**config.mk**
```make
export PLATFORM = sky130hd
export DESIGN_NAME = mmu_arbiter_flat
export DESIGN_NICKNAME = d
export VERILOG_FILES = /design/src/rtl/mmu_arbiter_if.sv /design/src/rtl/mmu_arbiter.sv /design/src/flat_wrapper.sv
export SDC_FILE = /design/constraint.sdc
export NUM_CORES = 1
export LEC_CHECK = 0
export ABC_AREA = 1
export CORE_MARGIN = 2
export CORE_UTILIZATION = 44
export CTS_CLUSTER_DIAMETER = 120
export CTS_CLUSTER_SIZE = 40
export DETAILED_ROUTE_END_ITERATION = 7
export GPL_ROUTABILITY_DRIVEN = 0
export PLACE_DENSITY = 0.8
export SLEW_MARGIN = 15
export SYNTH_ARGS = -nofsm -noshare
export SYNTH_HDL_FRONTEND = slang
export SYNTH_SLANG_ARGS = --single-unit
```
**constraint.sdc**
```tcl
create_clock -name clk_i -period 2.03 [get_ports clk_i]
set_input_delay 0.406 -clock clk_i [delete_from_list [all_inputs] [get_ports clk_i]]
set_output_delay 0.406 -clock clk_i [all_outputs]
set_load 0.05 [all_outputs]
```
**src/rtl/mmu_arbiter_if.sv**
```systemverilog
// Request/response and mmu-side signals shared between the two requesters, the arbiter and the mmu.
// The slave modport is the arbiter's view; master is the environment (requesters plus mmu).
interface mmu_arbiter_if;
  logic        if_req;
  logic [31:0] if_addr;
  logic        if_ack;
  logic [31:0] if_rdata;

  logic        d_req;
  logic        d_we;
  logic        d_signed;
  logic [1:0]  d_width;
  logic [31:0] d_addr;
  logic [31:0] d_wdata;
  logic        d_ack;
  logic [31:0] d_rdata;
  logic        err;

  logic        mmu_write_enable;
  logic        mmu_read_enable;
  logic        mmu_signed;
  logic [1:0]  mmu_width;
  logic [31:0] mmu_address;
  logic [31:0] mmu_data_in;
  logic [31:0] mmu_data_out;
  logic        mmu_ready;

  modport slave (
    input  if_req, if_addr, d_req, d_we, d_signed, d_width, d_addr, d_wdata,
           mmu_data_out, mmu_ready,
    output if_ack, if_rdata, d_ack, d_rdata, err,
           mmu_write_enable, mmu_read_enable, mmu_signed, mmu_width,
           mmu_address, mmu_data_in
  );

  modport master (
    output if_req, if_addr, d_req, d_we, d_signed, d_width, d_addr, d_wdata,
           mmu_data_out, mmu_ready,
    input  if_ack, if_rdata, d_ack, d_rdata, err,
           mmu_write_enable, mmu_read_enable, mmu_signed, mmu_width,
           mmu_address, mmu_data_in
  );
endinterface

```
**src/rtl/mmu_arbiter.sv**
```systemverilog
// Shares one mmu between fetch and data ports: one transaction at a time, data-priority with a
// starvation bound, registered one-cycle acks; requests are only looked at in IDLE.
module mmu_arbiter #(
  parameter int READ_SETTLE     = 2,
  parameter int MAX_DATA_STREAK = 4,
  parameter int TIMEOUT         = 15
) (
  input logic          clk_i,
  input logic          rst_ni,
  mmu_arbiter_if.slave bus
);

  typedef enum logic [2:0] {
    S_IDLE, S_ISSUE, S_WAIT_BUSY, S_WAIT_READY, S_SETTLE, S_RESP
  } state_t;

  state_t      state_q, state_d;
  logic [7:0]  streak_q, streak_d;
  logic [7:0]  timer_q, timer_d;
  logic [7:0]  cnt_q, cnt_d;
  logic        is_d_q, is_d_d;
  logic        we_q, we_d;
  logic        wen_q, wen_d, ren_q, ren_d;
  logic        sgn_q, sgn_d;
  logic [1:0]  width_q, width_d;
  logic [31:0] addr_q, addr_d, din_q, din_d;
  logic        if_ack_q, if_ack_d, d_ack_q, d_ack_d, err_q, err_d;
  logic [31:0] if_rdata_q, if_rdata_d, d_rdata_q, d_rdata_d;

  logic       grant_w, pick_if_w, waiting_w, timeout_w, done_w, settle_start_w;
  logic       capture_w, resp_go_w;
  logic [7:0] timer_inc_w;

  assign grant_w     = (state_q == S_IDLE) && bus.mmu_ready && (bus.if_req || bus.d_req);
  assign pick_if_w   = !bus.d_req || (bus.if_req && (streak_q >= 8'(MAX_DATA_STREAK)));
  assign waiting_w   = (state_q == S_WAIT_BUSY) || (state_q == S_WAIT_READY) || (state_q == S_SETTLE);
  assign timer_inc_w = timer_q + 8'd1;
  assign timeout_w   = waiting_w && (timer_inc_w == 8'(TIMEOUT));
  assign settle_start_w = (state_q == S_WAIT_READY) && bus.mmu_ready && !we_q && (READ_SETTLE != 0);
  // Stores and zero-settle reads finish straight out of WAIT_READY; reads otherwise end in SETTLE.
  assign done_w = ((state_q == S_WAIT_READY) && bus.mmu_ready && (we_q || (READ_SETTLE == 0)))
               || ((state_q == S_SETTLE) && (cnt_q == 8'd1));
  assign resp_go_w = timeout_w || done_w;
  assign capture_w = done_w && !timeout_w && !we_q;

  always_ff @(posedge clk_i or negedge rst_ni) begin
    if (!rst_ni) begin
      state_q    <= S_IDLE;
      streak_q   <= '0;
      timer_q    <= '0;
      cnt_q      <= '0;
      is_d_q     <= 1'b0;
      we_q       <= 1'b0;
      wen_q      <= 1'b0;
      ren_q      <= 1'b0;
      sgn_q      <= 1'b0;
      width_q    <= '0;
      addr_q     <= '0;
      din_q      <= '0;
      if_ack_q   <= 1'b0;
      d_ack_q    <= 1'b0;
      err_q      <= 1'b0;
      if_rdata_q <= '0;
      d_rdata_q  <= '0;
    end else begin
      state_q    <= state_d;
      streak_q   <= streak_d;
      timer_q    <= timer_d;
      cnt_q      <= cnt_d;
      is_d_q     <= is_d_d;
      we_q       <= we_d;
      wen_q      <= wen_d;
      ren_q      <= ren_d;
      sgn_q      <= sgn_d;
      width_q    <= width_d;
      addr_q     <= addr_d;
      din_q      <= din_d;
      if_ack_q   <= if_ack_d;
      d_ack_q    <= d_ack_d;
      err_q      <= err_d;
      if_rdata_q <= if_rdata_d;
      d_rdata_q  <= d_rdata_d;
    end
  end

  always_comb begin
    state_d = state_q;
    case (state_q)
      S_IDLE:       if (grant_w) state_d = S_ISSUE;
      S_ISSUE:      state_d = S_WAIT_BUSY;
      S_WAIT_BUSY:  if (timeout_w) state_d = S_RESP;
                    else if (!bus.mmu_ready) state_d = S_WAIT_READY;
      S_WAIT_READY: if (resp_go_w) state_d = S_RESP;
                    else if (settle_start_w) state_d = S_SETTLE;
      S_SETTLE:     if (resp_go_w) state_d = S_RESP;
      S_RESP:       state_d = S_IDLE;
      default:      state_d = S_IDLE;
    endcase
  end

  always_comb begin
    streak_d   = streak_q;
    timer_d    = timer_q;
    cnt_d      = cnt_q;
    is_d_d     = is_d_q;
    we_d       = we_q;
    wen_d      = 1'b0;
    ren_d      = 1'b0;
    sgn_d      = sgn_q;
    width_d    = width_q;
    addr_d     = addr_q;
    din_d      = din_q;
    if_ack_d   = 1'b0;
    d_ack_d    = 1'b0;
    err_d      = 1'b0;
    if_rdata_d = if_rdata_q;
    d_rdata_d  = d_rdata_q;

    // Enables are loaded on the grant edge so they are high for the ISSUE cycle only.
    if (grant_w) begin
      if (pick_if_w) begin
        is_d_d   = 1'b0;
        we_d     = 1'b0;
        ren_d    = 1'b1;
        sgn_d    = 1'b0;
        width_d  = 2'd3;
        addr_d   = bus.if_addr;
        din_d    = '0;
        streak_d = '0;
      end else begin
        is_d_d  = 1'b1;
        we_d    = bus.d_we;
        wen_d   = bus.d_we;
        ren_d   = !bus.d_we;
        sgn_d   = bus.d_signed;
        width_d = bus.d_width;
        addr_d  = bus.d_addr;
        din_d   = bus.d_wdata;
        if (!bus.if_req)
          streak_d = '0;
        else if (streak_q < 8'(MAX_DATA_STREAK))
          streak_d = streak_q + 8'd1;
      end
    end

    if (state_q == S_ISSUE) timer_d = '0;
    if (waiting_w) timer_d = timer_inc_w;
    if (settle_start_w) cnt_d = 8'(READ_SETTLE);
    if (state_q == S_SETTLE) cnt_d = cnt_q - 8'd1;

    if (resp_go_w) begin
      err_d = timeout_w;
      if (is_d_q) begin
        d_ack_d   = 1'b1;
        d_rdata_d = capture_w ? bus.mmu_data_out : '0;
      end else begin
        if_ack_d   = 1'b1;
        if_rdata_d = capture_w ? bus.mmu_data_out : '0;
      end
    end
  end

  assign bus.if_ack           = if_ack_q;
  assign bus.if_rdata         = if_rdata_q;
  assign bus.d_ack            = d_ack_q;
  assign bus.d_rdata          = d_rdata_q;
  assign bus.err              = err_q;
  assign bus.mmu_write_enable = wen_q;
  assign bus.mmu_read_enable  = ren_q;
  assign bus.mmu_signed       = sgn_q;
  assign bus.mmu_width        = width_q;
  assign bus.mmu_address      = addr_q;
  assign bus.mmu_data_in      = din_q;

endmodule
```
**src/flat_wrapper.sv**
```systemverilog
// flat-port wrapper written by rule: the top's interface ports become plain ports
module mmu_arbiter_flat 
#(
  parameter int READ_SETTLE     = 2,
  parameter int MAX_DATA_STREAK = 4,
  parameter int TIMEOUT         = 15
)
  (clk_i, rst_ni, bus_if_req, bus_if_addr, bus_d_req, bus_d_we, bus_d_signed, bus_d_width, bus_d_addr, bus_d_wdata, bus_mmu_data_out, bus_mmu_ready, bus_if_ack, bus_if_rdata, bus_d_ack, bus_d_rdata, bus_err, bus_mmu_write_enable, bus_mmu_read_enable, bus_mmu_signed, bus_mmu_width, bus_mmu_address, bus_mmu_data_in);
  mmu_arbiter_if bus_i ();
  input logic clk_i;
  input logic rst_ni;
  input wire logic [$bits(bus_i.if_req)-1:0] bus_if_req;
  input wire logic [$bits(bus_i.if_addr)-1:0] bus_if_addr;
  input wire logic [$bits(bus_i.d_req)-1:0] bus_d_req;
  input wire logic [$bits(bus_i.d_we)-1:0] bus_d_we;
  input wire logic [$bits(bus_i.d_signed)-1:0] bus_d_signed;
  input wire logic [$bits(bus_i.d_width)-1:0] bus_d_width;
  input wire logic [$bits(bus_i.d_addr)-1:0] bus_d_addr;
  input wire logic [$bits(bus_i.d_wdata)-1:0] bus_d_wdata;
  input wire logic [$bits(bus_i.mmu_data_out)-1:0] bus_mmu_data_out;
  input wire logic [$bits(bus_i.mmu_ready)-1:0] bus_mmu_ready;
  output wire logic [$bits(bus_i.if_ack)-1:0] bus_if_ack;
  output wire logic [$bits(bus_i.if_rdata)-1:0] bus_if_rdata;
  output wire logic [$bits(bus_i.d_ack)-1:0] bus_d_ack;
  output wire logic [$bits(bus_i.d_rdata)-1:0] bus_d_rdata;
  output wire logic [$bits(bus_i.err)-1:0] bus_err;
  output wire logic [$bits(bus_i.mmu_write_enable)-1:0] bus_mmu_write_enable;
  output wire logic [$bits(bus_i.mmu_read_enable)-1:0] bus_mmu_read_enable;
  output wire logic [$bits(bus_i.mmu_signed)-1:0] bus_mmu_signed;
  output wire logic [$bits(bus_i.mmu_width)-1:0] bus_mmu_width;
  output wire logic [$bits(bus_i.mmu_address)-1:0] bus_mmu_address;
  output wire logic [$bits(bus_i.mmu_data_in)-1:0] bus_mmu_data_in;
  assign bus_i.if_req = bus_if_req;
  assign bus_i.if_addr = bus_if_addr;
  assign bus_i.d_req = bus_d_req;
  assign bus_i.d_we = bus_d_we;
  assign bus_i.d_signed = bus_d_signed;
  assign bus_i.d_width = bus_d_width;
  assign bus_i.d_addr = bus_d_addr;
  assign bus_i.d_wdata = bus_d_wdata;
  assign bus_i.mmu_data_out = bus_mmu_data_out;
  assign bus_i.mmu_ready = bus_mmu_ready;
  assign bus_if_ack = bus_i.if_ack;
  assign bus_if_rdata = bus_i.if_rdata;
  assign bus_d_ack = bus_i.d_ack;
  assign bus_d_rdata = bus_i.d_rdata;
  assign bus_err = bus_i.err;
  assign bus_mmu_write_enable = bus_i.mmu_write_enable;
  assign bus_mmu_read_enable = bus_i.mmu_read_enable;
  assign bus_mmu_signed = bus_i.mmu_signed;
  assign bus_mmu_width = bus_i.mmu_width;
  assign bus_mmu_address = bus_i.mmu_address;
  assign bus_mmu_data_in = bus_i.mmu_data_in;
  mmu_arbiter #(.READ_SETTLE(READ_SETTLE), .MAX_DATA_STREAK(MAX_DATA_STREAK), .TIMEOUT(TIMEOUT)) u_core (.clk_i(clk_i), .rst_ni(rst_ni), .bus(bus_i));
endmodule
```
# [Word level (Yosys, flattened, before mapping)]
# Cells that the tools add are included.
[classes] add_sub_neg=3 magnitude_cmp=2 n_eq_ne=11 mux=29 bitwise_logic=1 n_reduce_logical=27
[op_table] op="2-to-1 mux 32 bit" n=3
[op_table] op="2-to-1 mux 8 bit" n=7
[op_table] op="2-to-1 mux 3 bit" n=6
[op_table] op="adder 8 x 1 -> 8 bit, second input constant" n=2
[op_table] op="case mux 3 bit (5 select lines)" n=1
[op_table] op="2-to-1 mux 1 bit" n=11
[op_table] op="logical AND 1 bit" n=10
[op_table] op="== test 8 x 1 -> 1 bit, second input constant" n=1
[op_table] op="== test 8 x 4 -> 1 bit, second input constant" n=1
[op_table] op=">= comparator 8 x 3 -> 1 bit, second input constant" n=1
[op_table] op="less-than comparator 8 x 3 -> 1 bit, second input constant" n=1
[op_table] op="subtractor 8 x 1 -> 8 bit, second input constant" n=1
[op_table] op="== test 3 x 2 -> 1 bit, second input constant" n=2
[op_table] op="logical OR 1 bit" n=6
[op_table] op="!= test 3 x 1 -> 1 bit, second input constant" n=2
[op_table] op="AND reduction 2 bit" n=3
[op_table] op="zero test 1 bit" n=4
[op_table] op="!= test 2 x 1 -> 1 bit, second input constant" n=2
[op_table] op="AND reduction 4 bit" n=1
[op_table] op="nonzero test 2 bit" n=2
[op_table] op="== test 3 x 1 -> 1 bit, second input constant" n=1
[op_table] op="== test 3 bit, second input constant" n=1
[op_table] op="zero test 3 bit" n=1
[op_table] op="!= test 3 x 2 -> 1 bit, second input constant" n=1
[op_table] op="2 further kinds" n=2
[totals] regBits=165 in_bits=137

# [Depth between registers and ports, before layout]
# Gate-level depths: netlist (run 1).
[logic_depth] ltp_word=8 mapped_depth=14

# [Worst setup path after synthesis (run 1)]
# OpenSTA, ideal clock, no wires.
[synth_path] kind="reg-to-reg" from="register u_core.timer_q[1]" to="register u_core.d_rdata_q[0] (netlist: u_core.bus.d_rdata[0])" setup_time_ns=0.122 t_arrival_ns=1.679 t_required_ns=1.908 setup_slack_ns=0.229 stages_incl_launch_ff=14 n_path_buf=2 synth_period_minus_slack_ns=1.801 path_cell_list="dfrtp_1 > ha_1 > nand3_1 > nand2_1 > nand2_1 > nand3_1 > nor2_2 > nand2_2 > nand2_2 > inv_2 > buf_6 > buf_6 > o21ai_1 > nand2_1"
[synth_via] elab_chain_cells=7 word_cells_on_any_way=9 cone_classes="add/sub: 1; eq/ne: 1; mux: 1; reduce/logical: 6"
[synth_lines] element="start, declared" line="mmu_arbiter.sv:19" rtl="logic [7:0] timer_q, timer_d;"
[synth_lines] element="start signal, assigned" line="mmu_arbiter.sv:68" rtl="timer_q <= timer_d;"
[synth_lines] element="adder 8 x 1 -> 8 bit *" line="mmu_arbiter.sv:37" rtl="assign timer_inc_w = timer_q + 8'd1;"
[synth_lines] element="== test 8 x 4 -> 1 bit *" line="mmu_arbiter.sv:38" rtl="assign timeout_w = waiting_w && (timer_inc_w == 8'(TIMEOUT));"
[synth_lines] element="logical AND 1 bit *" line="mmu_arbiter.sv:38"
[synth_lines] element="zero test 1 bit" line="mmu_arbiter.sv:44" rtl="assign capture_w = done_w && !timeout_w && !we_q;"
[synth_lines] element="logical AND 1 bit (2 in series)" line="mmu_arbiter.sv:44"
[synth_lines] element="2-to-1 mux 32 bit" line="mmu_arbiter.sv:155" rtl="d_rdata_d = capture_w ? bus.mmu_data_out : '0;"
[synth_lines] element="end signal, assigned" line="mmu_arbiter.sv:82" rtl="d_rdata_q <= d_rdata_d;"
[synth_lines] element="end, declared" line="mmu_arbiter.sv:28" rtl="logic [31:0] if_rdata_q, if_rdata_d, d_rdata_q, d_rdata_d;"
# Every way passes the cells marked *; elsewhere a longest branch is shown, timed or not.
# A chain may end at the register's enable or synchronous reset.

# [Worst setup path in the final report (run 1)]
[layout_path] from="register u_core.timer_q[1]" to="register u_core.if_rdata_q[15] (netlist: u_core.bus.if_rdata[15])"
[layout_via] elab_chain_cells=7 word_cells_on_any_way=9 cone_classes="add/sub: 1; eq/ne: 1; mux: 1; reduce/logical: 6"
[layout_lines] element="adder 8 x 1 -> 8 bit *" line="mmu_arbiter.sv:37"
[layout_lines] element="== test 8 x 4 -> 1 bit *" line="mmu_arbiter.sv:38"
[layout_lines] element="logical AND 1 bit *" line="mmu_arbiter.sv:38"
[layout_lines] element="zero test 1 bit" line="mmu_arbiter.sv:44"
[layout_lines] element="logical AND 1 bit (2 in series)" line="mmu_arbiter.sv:44"
[layout_lines] element="2-to-1 mux 32 bit" line="mmu_arbiter.sv:158" rtl="if_rdata_d = capture_w ? bus.mmu_data_out : '0;"
[layout_lines] element="end signal, assigned" line="mmu_arbiter.sv:81" rtl="if_rdata_q <= if_rdata_d;"
[layout_lines] element="end, declared" line="mmu_arbiter.sv:28"
# Marked as above.

==> impl_metrics.prom, run 1 <==
# TYPE chip_impl_metric gauge
chip_impl_info{name="outcome",value="complete, but fails checks"} 1
chip_impl_info{name="violated_checks",value="negative setup slack"} 1
chip_impl_metric{name="ys_ff_latch",unit=""} 165
chip_impl_info{name="layout.cells.most_common",value="sky130_fd_sc_hd__nand2_1"} 1
chip_impl_metric{name="cp_data_arrival_time",unit="ns"} 2.35
chip_impl_info{name="crit_path_start",value="u_core.timer_q[1]"} 1
chip_impl_metric{name="placeableCoreArea",unit="µm²"} 15900
chip_impl_metric{name="fp.dieH",unit="µm"} 132
chip_impl_metric{name="final_nets",unit=""} 1267
chip_impl_metric{name="finalHoldWorstSlack",unit="ns"} 0.477
chip_impl_metric{name="final-max-slew-violation-count",unit=""} 0
chip_impl_metric{name="pin_count_of_the_biggest_net_entering_global_routing",unit=""} 58
chip_impl_metric{name="synth_cell_types",unit=""} 33
chip_impl_metric{name="vias_per_cell",unit=""} 5.34
chip_impl_metric{name="worst_pin_slew",unit="ns"} 0.581
chip_impl_metric{name="dr.first_iter.drc_count",unit=""} 453
chip_impl_metric{name="post_dp_cell_area",unit="µm²"} 10300
chip_impl_metric{name="ys_seq_area_frac",unit=""} 0.576
chip_impl_metric{name="initial_utilization",unit=""} 0.451
chip_impl_info{name="timing_worst_setup_path_type",value="flip-flop to flip-flop"} 1
chip_impl_metric{name="relSlewSlack",unit=""} 0.612
chip_impl_info{name="clock_tree.root_cell",value="sky130_fd_sc_hd__clkbuf_16"} 1
chip_impl_metric{name="stdcell_area",unit="µm²"} 11700
chip_impl_info{name="setup_repair_after_global_routing_missed_its_margin",value="yes"} 1
chip_impl_metric{name="postSynthAreaPerCell",unit="µm²"} 8.87
chip_impl_metric{name="remaining_overflow_grt",unit=""} 0
chip_impl_metric{name="maxCapViolations",unit=""} 0
chip_impl_metric{name="worst-r2r-cell-count",unit=""} 14
chip_impl_metric{name="syn-num-nets",unit=""} 951
chip_impl_metric{name="ant_nets",unit=""} 0
chip_impl_metric{name="grt_first_pass_wirelength",unit="µm"} 35900
chip_impl_metric{name="setup_viol_count_final",unit=""} 2
chip_impl_metric{name="routed-via-count",unit=""} 7221
chip_impl_metric{name="syn-instance-count",unit=""} 808
chip_impl_metric{name="globalRouteTotalUtil",unit=""} 0.261
chip_impl_info{name="setup.worst_path.start_class",value="flip-flop"} 1
chip_impl_metric{name="power.ir.vdd_worst",unit="V"} 0.000943
chip_impl_metric{name="detail_route.first_pass.iterations",unit=""} 5
chip_impl_metric{name="drt-total-wl",unit="µm"} 25800
chip_impl_info{name="hold_path.class",value="flip-flop to flip-flop"} 1
chip_impl_metric{name="fin_worst_skew",unit="ns"} 0.0114
chip_impl_info{name="post-synth-top-area-cell",value="sky130_fd_sc_hd__dfrtp_1"} 1
chip_impl_metric{name="maximum_clock_rate",unit="MHz"} 485
chip_impl_metric{name="layout-drive-gt1-share",unit=""} 0.166
chip_impl_info{name="setup.worst_path.end_class",value="flip-flop"} 1
chip_impl_metric{name="wl_per_cell",unit="µm"} 19.1
chip_impl_metric{name="warnings_from_yosys",unit=""} 0
chip_impl_metric{name="p_total",unit="µW"} 19400
chip_impl_metric{name="clkLatencyLatePin",unit="ns"} 0.43
chip_impl_metric{name="io_buffers",unit=""} 272
chip_impl_info{name="crit-reg2reg-launch",value="u_core.timer_q[1]"} 1
chip_impl_metric{name="synth_area",unit="µm²"} 7170
chip_impl_metric{name="remaining_drc_errors",unit=""} 0
chip_impl_metric{name="worst-r2r-setup-slack",unit="ns"} -0.03
chip_impl_info{name="timing.critical_path.to",value="u_core.bus.if_rdata[15]"} 1
chip_impl_metric{name="num_io_pins",unit=""} 273
chip_impl_metric{name="timing_hold_violations_final",unit=""} 0
chip_impl_metric{name="clock_transition_time_at_the_flip_flop_clock_pins_of_the_worst_setup_and_hold_paths",unit="ns"} 0.06
chip_impl_metric{name="netlist.area_leader.share",unit=""} 0.576
chip_impl_metric{name="smallest_setup_slack_after_layout",unit="ns"} -0.0313
chip_impl_info{name="worstReg2RegEnd",value="u_core.bus.if_rdata[15]"} 1
chip_impl_metric{name="path_max_fanout",unit=""} 12
chip_impl_metric{name="first_global_vias",unit=""} 6905
chip_impl_metric{name="power_per_cell_area",unit="nW/µm²"} 1650
chip_impl_metric{name="clock_sink_count",unit=""} 165
chip_impl_metric{name="finalWorstPathRequiredPeriod",unit="ns"} 2.06
chip_impl_metric{name="crit_required",unit="ns"} 2.32
chip_impl_metric{name="total_leakage_power",unit="µW"} 0.00620
chip_impl_metric{name="antenna-diode-count",unit=""} 0
chip_impl_metric{name="area_growth",unit="%"} 63.8
chip_impl_info{name="synthFlopType",value="sky130_fd_sc_hd__dfrtp_1"} 1
chip_impl_metric{name="synth-edff-count",unit=""} 0
chip_impl_metric{name="asyncSetResetFlopFracSynth",unit=""} 1.00
chip_impl_metric{name="final_period_util",unit=""} 1.02
chip_impl_metric{name="floorplan_die_width",unit="µm"} 132
chip_impl_info{name="most-common-layout-cells",value="sky130_fd_sc_hd__nand2_1 (202), sky130_fd_sc_hd__clkdlybuf4s50_1 (174), sky130_fd_sc_hd__dfrtp_1 (163), sky130_fd_sc_hd__inv_1 (67), sky130_fd_sc_hd__a21oi_1 (66)"} 1
chip_impl_metric{name="hpwl",unit="µm"} 15100
chip_impl_metric{name="floorplan.rows",unit=""} 46
chip_impl_metric{name="max-clock-path-buffers",unit=""} 2
chip_impl_metric{name="setup_slack_at_placement",unit="ns"} -0.215
chip_impl_info{name="synth.top_cells.by_area",value="sky130_fd_sc_hd__dfrtp_1 (58%), sky130_fd_sc_hd__nand2_1 (11%), sky130_fd_sc_hd__a21oi_1 (4.7%), sky130_fd_sc_hd__nor2_1 (4.5%), sky130_fd_sc_hd__a22o_1 (4.0%)"} 1
chip_impl_info{name="cts_tree",value="yes"} 1
chip_impl_metric{name="total_cts_buffers",unit=""} 17
chip_impl_metric{name="die-area",unit="µm²"} 17300
chip_impl_metric{name="h-tree-depth",unit=""} 4
chip_impl_metric{name="antenna_found_initial",unit=""} 0
## sequential cells by signal, indices dropped and copies added, names as in the netlist, 2 cells and up
register,count
u_core.bus.mmu_address,32
u_core.bus.d_rdata,32
u_core.bus.mmu_data_in,32
u_core.bus.if_rdata,32
u_core.cnt_q,8
u_core.streak_q,8
u_core.state_q,3
u_core.bus.mmu_width,2
u_core.timer_q,8
## critical path, cell delays in order (launching register included)
cell and delay [ns]:
sky130_fd_sc_hd__dfrtp_1 0.42, sky130_fd_sc_hd__ha_4 0.20, sky130_fd_sc_hd__inv_1 0.05, sky130_fd_sc_hd__nand2_1 0.05, sky130_fd_sc_hd__nand2_1 0.08, sky130_fd_sc_hd__a21oi_2 0.12, sky130_fd_sc_hd__nand2_1 0.07, sky130_fd_sc_hd__nor2_2 0.09
sky130_fd_sc_hd__nand2_2 0.09, sky130_fd_sc_hd__nand2_4 0.10, sky130_fd_sc_hd__clkinv_8 0.08, sky130_fd_sc_hd__buf_12 0.16, sky130_fd_sc_hd__buf_16 0.16, sky130_fd_sc_hd__o21ai_1 0.16, sky130_fd_sc_hd__nand2_1 0.11
## per-layer routing
| metal | wire (µm) | track usage |
|---|---|---|
| met5 | 0 | 0 |
| met4 | 1010 | 0.0936 |
| met3 | 2430 | 0.0876 |
| met2 | 12900 | 0.445 |
| met1 | 9430 | 0.306 |
## final cells by class
type	instances	area, µm²
Inverter	70	275
Sequential cell	165	4130
Timing Repair Buffer	337	3650
Multi-Input combinational cell	533	2850
Clock inverter	11	101
Fill cell	1105	4150
Clock buffer	20	457
Tap cell	216	270
## synth_stat cells, drive strengths merged, types with 2 or more instances
cell type  count
nor3           2
ha             6
o21ai         83
buf           25
nand3b         2
inv           69
o22a           2
nand3         17
a22o          33
o31ai          2
o22ai          3
dfrtp        165
nand2        209
a21oi         67
clkbuf        17
nand4          5
nor2          93
o211ai         2
or2            2
## metrics by stage
stage	instances	util	TNS, ns
floorplan	808	-	0
global placement	1296	0.651	-19.31
detailed placement	1296	0.651	-19.54
CTS	1333	0.693	0
global route	1352	0.739	-3.83
finish	1352	0.739	-0.0435
## worst min path at each step
stage               depth (start not counted)                     from  slack (ns)                       to
detailed placement                          1                   rst_ni        0.42   u_core.bus.d_rdata[10]
global route                                2  u_core.bus.if_rdata[25]        0.50  u_core.bus.if_rdata[25]
global placement                            1                   rst_ni        0.42   u_core.bus.d_rdata[11]
finish                                      2   u_core.bus.d_rdata[29]        0.48   u_core.bus.d_rdata[29]
CTS                                         2   u_core.bus.if_rdata[1]        0.48   u_core.bus.if_rdata[1]
floorplan                                   0                   rst_ni        0.11         u_core.bus.d_ack
## cells by family (layout without fill, tap and decap cells)
family,Yosys count,after routing,synth area share
adders and majority gates,6,6,0.0105
xor gates and xnor gates,1,1,0.00122
buffers and inverters,112,438,0.0698
AOI/OAI and AO/OA,194,194,0.157
DFF,165,165,0.576
and+or+nand+nor,330,332,0.185
## what timing repair did
action	CTS	global route
hold buffers	1	0
hold endpoints to repair	53	0
buffers inserted	2	10
endpoints found under the setup margin	94	113
gates cloned	3	9
pin swaps	5	7
resized for setup	48	146
## power by group
part           internal (µW)  switching [µW]
logic                   3490            7200
clock network           1750            1370
registers               4660             929
Note: power is estimated with default switching activity, not from simulation.
==> run 2: changes to the inputs <==
--- a/config.mk
+++ b/config.mk
@@ -6,9 +6,10 @@
 export NUM_CORES = 1
 export LEC_CHECK = 0
 export ABC_AREA = 1
+export CORE_ASPECT_RATIO = 1.25
 export CORE_MARGIN = 2
 export CORE_UTILIZATION = 44
-export CTS_CLUSTER_DIAMETER = 120
+export CTS_CLUSTER_DIAMETER = 30
 export CTS_CLUSTER_SIZE = 40
 export DETAILED_ROUTE_END_ITERATION = 7
 export GPL_ROUTABILITY_DRIVEN = 0
==> run 2 against run 1 <==
Effect of this change: the flow now finishes without violations; via count down 5.8%; flip-flop and latch count unchanged; critical endpoint is now bus_if_rdata[13]; routed wire length down 18%; highest routed layer unchanged; hold slack worse by 0.031 ns; critical path depth down 13; global-route usage down 2.2 points; clock skew up 0.0021 ns; non-clock buffer count down 19; critical path type is now flip-flop to primary output; sequential share of layout area up 1.5 points.
==> impl_metrics.prom, run 2 (synthesized netlist as in run 1, its figures left out) <==
# TYPE chip_impl_metric gauge
chip_impl_metric{name="num_io_pins",unit=""} 273
chip_impl_metric{name="antenna-diode-count",unit=""} 0
chip_impl_metric{name="path_max_fanout",unit=""} 2
chip_impl_metric{name="floorplan_die_width",unit="µm"} 118
chip_impl_info{name="clock_tree.root_cell",value="sky130_fd_sc_hd__clkbuf_16"} 1
chip_impl_metric{name="clock_sink_count",unit=""} 165
chip_impl_metric{name="final_core_util",unit=""} 0.700
chip_impl_metric{name="grt_first_pass_wirelength",unit="µm"} 33500
chip_impl_info{name="cp_slowest_cell",value="sky130_fd_sc_hd__clkdlybuf4s50_1"} 1
chip_impl_metric{name="post_dp_cell_area",unit="µm²"} 10300
chip_impl_metric{name="clock_transition_time_at_the_flip_flop_clock_pins_of_the_worst_setup_and_hold_paths",unit="ns"} 0.07
chip_impl_metric{name="total_leakage_power",unit="µW"} 0.00582
chip_impl_metric{name="first_global_vias",unit=""} 6839
chip_impl_metric{name="layout-drive-gt1-share",unit=""} 0.0913
chip_impl_info{name="crit_chain",value="clkdlybuf4s50_1"} 1
chip_impl_metric{name="h-tree-depth",unit=""} 4
chip_impl_metric{name="cp_data_arrival_time",unit="ns"} 1.60
chip_impl_metric{name="die-area",unit="µm²"} 17300
chip_impl_info{name="setup.worst_path.start_class",value="flip-flop"} 1
chip_impl_metric{name="routed-via-count",unit=""} 6799
chip_impl_metric{name="antenna_found_initial",unit=""} 0
chip_impl_metric{name="setup_slack_at_placement",unit="ns"} -0.228
chip_impl_metric{name="max-clock-path-buffers",unit=""} 2
chip_impl_metric{name="io_buffers",unit=""} 272
chip_impl_metric{name="ant_nets",unit=""} 0
chip_impl_metric{name="final-max-slew-violation-count",unit=""} 0
chip_impl_metric{name="initial_utilization",unit=""} 0.446
chip_impl_metric{name="critical-path-max-stage-delay",unit="ns"} 0.82
chip_impl_metric{name="maximum_clock_rate",unit="MHz"} 500
chip_impl_metric{name="relSlewSlack",unit=""} 0.631
chip_impl_metric{name="clkLatencyLatePin",unit="ns"} 0.42
chip_impl_metric{name="setup_viol_count_final",unit=""} 0
chip_impl_metric{name="final_nets",unit=""} 1248
chip_impl_metric{name="maxCapViolations",unit=""} 0
chip_impl_metric{name="cp.buffers_inverters",unit=""} 1
chip_impl_info{name="cp_top_family",value="buffers and inverters"} 1
chip_impl_metric{name="total_cts_buffers",unit=""} 17
chip_impl_info{name="setup.worst_path.end_class",value="primary output"} 1
chip_impl_metric{name="pin_count_of_the_biggest_net_entering_global_routing",unit=""} 42
chip_impl_metric{name="drt-total-wl",unit="µm"} 21100
chip_impl_metric{name="final_period_util",unit=""} 0.986
chip_impl_metric{name="dr.first_iter.drc_count",unit=""} 491
chip_impl_metric{name="floorplan.rows",unit=""} 52
chip_impl_metric{name="power_per_cell_area",unit="nW/µm²"} 1690
chip_impl_info{name="most-common-layout-cells",value="sky130_fd_sc_hd__clkdlybuf4s50_1 (209), sky130_fd_sc_hd__nand2_1 (206), sky130_fd_sc_hd__dfrtp_1 (164), sky130_fd_sc_hd__nor2_1 (83), sky130_fd_sc_hd__inv_1 (68)"} 1
chip_impl_metric{name="vias_per_cell",unit=""} 5.10
chip_impl_metric{name="worst_pin_slew",unit="ns"} 0.553
chip_impl_metric{name="fillCellCount",unit=""} 1218
chip_impl_info{name="layout.cells.most_common",value="sky130_fd_sc_hd__clkdlybuf4s50_1"} 1
chip_impl_metric{name="fp.dieH",unit="µm"} 147
chip_impl_metric{name="hpwl",unit="µm"} 14400
chip_impl_metric{name="worst-r2r-setup-slack",unit="ns"} 0.08
chip_impl_metric{name="globalRouteTotalUtil",unit=""} 0.238
chip_impl_metric{name="wl_per_cell",unit="µm"} 15.8
chip_impl_metric{name="crit_required",unit="ns"} 1.62
chip_impl_metric{name="detail_route.first_pass.iterations",unit=""} 5
chip_impl_metric{name="p_total",unit="µW"} 19000
chip_impl_metric{name="fin_worst_skew",unit="ns"} 0.0134
chip_impl_metric{name="smallest_setup_slack_after_layout",unit="ns"} 0.0285
chip_impl_metric{name="remaining_overflow_grt",unit=""} 0
chip_impl_metric{name="finalWorstPathRequiredPeriod",unit="ns"} 2.00
chip_impl_metric{name="power.ir.vdd_worst",unit="V"} 0.00116
chip_impl_metric{name="placeableCoreArea",unit="µm²"} 16100
chip_impl_metric{name="numPlacedInstances",unit=""} 1293
chip_impl_info{name="timing_worst_setup_path_type",value="flip-flop to primary output"} 1
chip_impl_metric{name="final_cell_count_no_fill",unit=""} 1333
chip_impl_info{name="hold_path.class",value="primary input to asynchronous set/reset pin"} 1
chip_impl_info{name="cts_tree",value="yes"} 1
chip_impl_info{name="outcome",value="complete, no violations"} 1
chip_impl_metric{name="stdcell_area",unit="µm²"} 11300
chip_impl_metric{name="remaining_drc_errors",unit=""} 0
chip_impl_metric{name="area_growth",unit="%"} 57.0
chip_impl_metric{name="timing_hold_violations_final",unit=""} 0
run 2: cell count changes in the layout (fill, tap and decap cells not counted), moves of 4 or more:
cell	delta
sky130_fd_sc_hd__dlygate4sd2_1	-20
sky130_fd_sc_hd__clkdlybuf4s50_1	+35
sky130_fd_sc_hd__clkbuf_16	-5
sky130_fd_sc_hd__o21ai_1	+20
sky130_fd_sc_hd__nor2_2	-20
sky130_fd_sc_hd__buf_4	-14
sky130_fd_sc_hd__dlymetal6s2s_1	-7
sky130_fd_sc_hd__nand2_1	+4
sky130_fd_sc_hd__o21ai_0	+10
sky130_fd_sc_hd__o21ai_2	-27
sky130_fd_sc_hd__buf_6	-6
sky130_fd_sc_hd__nor2_1	+24
sky130_fd_sc_hd__nor2_4	-4
run 2: final cells by class:
class,instances,area [µm²],area share
flip-flops and latches,165,4130,0.367
inverters,70,265,0.0236
clock inverters,13,170,0.0151
repair buffers,318,3380,0.301
clock buffers,18,439,0.0390
well taps,216,270,0.0240
multi-input cells,533,2590,0.231
run 2: final timing paths:
path                                          from                       to  cells after the start
max                        u_core.bus.if_rdata[13]         bus_if_rdata[13]                      1
min                                         rst_ni    u_core.bus.d_rdata[5]                      2
max reg2reg                        u_core.cnt_q[5]   u_core.bus.if_rdata[7]                     10
min reg2reg                u_core.bus.if_rdata[27]  u_core.bus.if_rdata[27]                      2
max in group asynchronous                   rst_ni  u_core.bus.if_rdata[29]                      3
min in group clk_i         u_core.bus.if_rdata[27]  u_core.bus.if_rdata[27]                      2
run 2: where the power goes:
group / internal [µW] / total, µW / switching (µW)
sequential: 4660 / 5460 / 805
clock: 1980 / 3340 / 1350
combinational: 3410 / 10200 / 6800
run 2: routing by layer:
metal / part of all wire / vias up / global-route usage
met3: 0.075 / 34 / 0.0672
met2: 0.52 / 295 / 0.414
met1: 0.38 / 3245 / 0.281
li1: - / 3225 / -
met4: 0.020 / 0 / 0.0855
met5: 0 / - / 0
run 2: repair_timing:
action / CTS / global route
gates resized for setup: 10 / 70
hold buffers: 1 / 0
hold endpoints to repair: 27 / 0
buffers inserted: 0 / 5
gates cloned: 0 / 3
pin swaps: 9 / 4
setup endpoints to repair: 74 / 117
run 2: through the flow:
stage	setup TNS, ns	hold WS (ns)
floorplan	0	0.110
detailed placement	-13.92	0.323
CTS	-9.27	0.462
global route	-0.0323	0.469
global placement	-12.39	0.323
finish	0	0.445
==> RTL change: new RTL, settings of run 2 <==
`d_rdata_q` no longer has a reset.
--- a/src/rtl/mmu_arbiter.sv
+++ b/src/rtl/mmu_arbiter.sv
@@ -61,7 +61,6 @@
       d_ack_q    <= 1'b0;
       err_q      <= 1'b0;
       if_rdata_q <= '0;
-      d_rdata_q  <= '0;
     end else begin
       state_q    <= state_d;
       streak_q   <= streak_d;
@@ -79,8 +78,11 @@
       d_ack_q    <= d_ack_d;
       err_q      <= err_d;
       if_rdata_q <= if_rdata_d;
-      d_rdata_q  <= d_rdata_d;
     end
+  end
+
+  always_ff @(posedge clk_i) begin
+    d_rdata_q <= d_rdata_d;
   end
 
   always_comb begin
Function: changed (Yosys sat finds a counterexample within 10 cycles, from zero or initial values and one cycle with rst_ni low; the reset may be asserted at any time).
==> RTL change against run 2 <==
Setup slack got worse by 0.0018 ns. Worst hold slack improved by 0.027 ns. Sequential power decreased by 13%. Count of clock-buffer cells in the layout decreased by 1. Wire length decreased by 12%. Sequential cell count unchanged. Combinational power decreased by 39%. Synthesized area decreased by 4.4%. Utilization increased by 0.43 points. Design area decreased by 3.3%. Power decreased by 26%. Critical path depth unchanged. Largest cell class unchanged.
==> RTL change: results (changes against run 2) <==
<table>
<tr><th>Metric</th><th>Value</th></tr>
<tr><th colspan="2">GRT</th></tr>
<tr><td>Largest net degree at the start of global routing</td><td>44 (+4.8%)</td></tr>
<tr><td>Global-route wire length before repair</td><td>28.44 mm (-15%)</td></tr>
<tr><td>Met3 Usage GRT</td><td>6.495% (-0.22 points)</td></tr>
<tr><td>Met1 global-route usage</td><td>25.77% (-2.3 points)</td></tr>
<tr><td>Global Route Usage Sum</td><td>22.23% (-1.6 points)</td></tr>
<tr><th colspan="2">Power</th></tr>
<tr><td>Maximum vdd ir drop</td><td>1.071 mV (-8.0%)</td></tr>
<tr><td>Lkg Pwr</td><td>5.694 nW (-2.2%)</td></tr>
<tr><th colspan="2">Drt</th></tr>
<tr><td>Iteration-0 DRC Markers</td><td>402 (-18%)</td></tr>
<tr><td>M1 WL</td><td>7.054 mm (-13%)</td></tr>
<tr><td>Routed via count divided by cell count</td><td>4.844 (-5.0%)</td></tr>
<tr><td>Length of routed met2 wiring</td><td>9.692 mm (-12%)</td></tr>
<tr><th colspan="2">Synth</th></tr>
<tr><td>Cell types with the highest counts after synthesis</td><td>175 x sky130_fd_sc_hd__nand2_1, 133 x sky130_fd_sc_hd__dfrtp_1, 87 x sky130_fd_sc_hd__nor2_1</td></tr>
<tr><td>Number of instances in the synthesized netlist</td><td>703 (-13%)</td></tr>
<tr><td>Net count after synthesis</td><td>846 (-11%)</td></tr>
<tr><td>Synth Area in Adders</td><td>1.095% (+0.048 points)</td></tr>
<tr><td>Complex-gate fraction of the synthesized area</td><td>11.43% (-4.3 points)</td></tr>
<tr><td>Number of enable-type register cells in the synthesized netlist</td><td>32 (+32)</td></tr>
<tr><th colspan="2">Clock network</th></tr>
<tr><td>PostCTS Resize Cnt</td><td>8 (-2)</td></tr>
<tr><th colspan="2">Outcome</th></tr>
<tr><td>Run status</td><td>completed</td></tr>
<tr><th colspan="2">STA</th></tr>
<tr><td>Slew margin rel.</td><td>61.12% (-2.0 points)</td></tr>
<tr><td>Time the worst path needs with I/O delays and setup</td><td>2.003 ns (+0.001841 ns)</td></tr>
<tr><td>Setup Skew</td><td>0.009467 ns (-0.003982 ns)</td></tr>
<tr><th colspan="2">Worst setup path</th></tr>
<tr><td>Critical path startpoint</td><td>u_core.bus.if_rdata[12]$_DFFE_PN0P_</td></tr>
<tr><td>Reg-to-reg slack, setup</td><td>0.10 ns (+0.02 ns)</td></tr>
<tr><th colspan="2">Layout</th></tr>
<tr><td>Net count, final</td><td>1137 (-8.9%)</td></tr>
<tr><td>Fraction of final layout cells sized beyond drive strength 1</td><td>9.037% (-0.095 points)</td></tr>
<tr><th colspan="2">Placed design</th></tr>
<tr><td>Detailed placement HPWL</td><td>13.23 mm (-8.4%)</td></tr>
<tr><td>Total cell area at the placement stage</td><td>10110 µm² (-2.1%)</td></tr>
</table>
==> RTL change: changes by cell type after synthesis, moves of 4 or more <==
cell,before,now
sky130_fd_sc_hd__nand2_1,206,175
sky130_fd_sc_hd__edfxtp_1,0,32
sky130_fd_sc_hd__xor2_1,0,4
sky130_fd_sc_hd__dfrtp_1,165,133
sky130_fd_sc_hd__clkbuf_1,17,13
sky130_fd_sc_hd__o21ai_1,52,2
sky130_fd_sc_hd__o21ai_0,30,17
==> RTL change: area by class of cell <==
type	instances	area, µm²
fill	1163	4564
inverter	74	287.8
sequential	165	4292
tap	212	265.3
multi-input combinational	435	2166
clock buffer	17	425.4
clock inverter	15	167.7
timing repair buffer	301	3274
==> RTL change: report_power, final <==
group / switching [mW] / total, mW / internal, mW
logic: 3.99 / 6.20 / 2.21
registers: 0.515 / 4.73 / 4.21
clock network: 1.39 / 3.23 / 1.84
total: 5.89 / 14.2 / 8.27
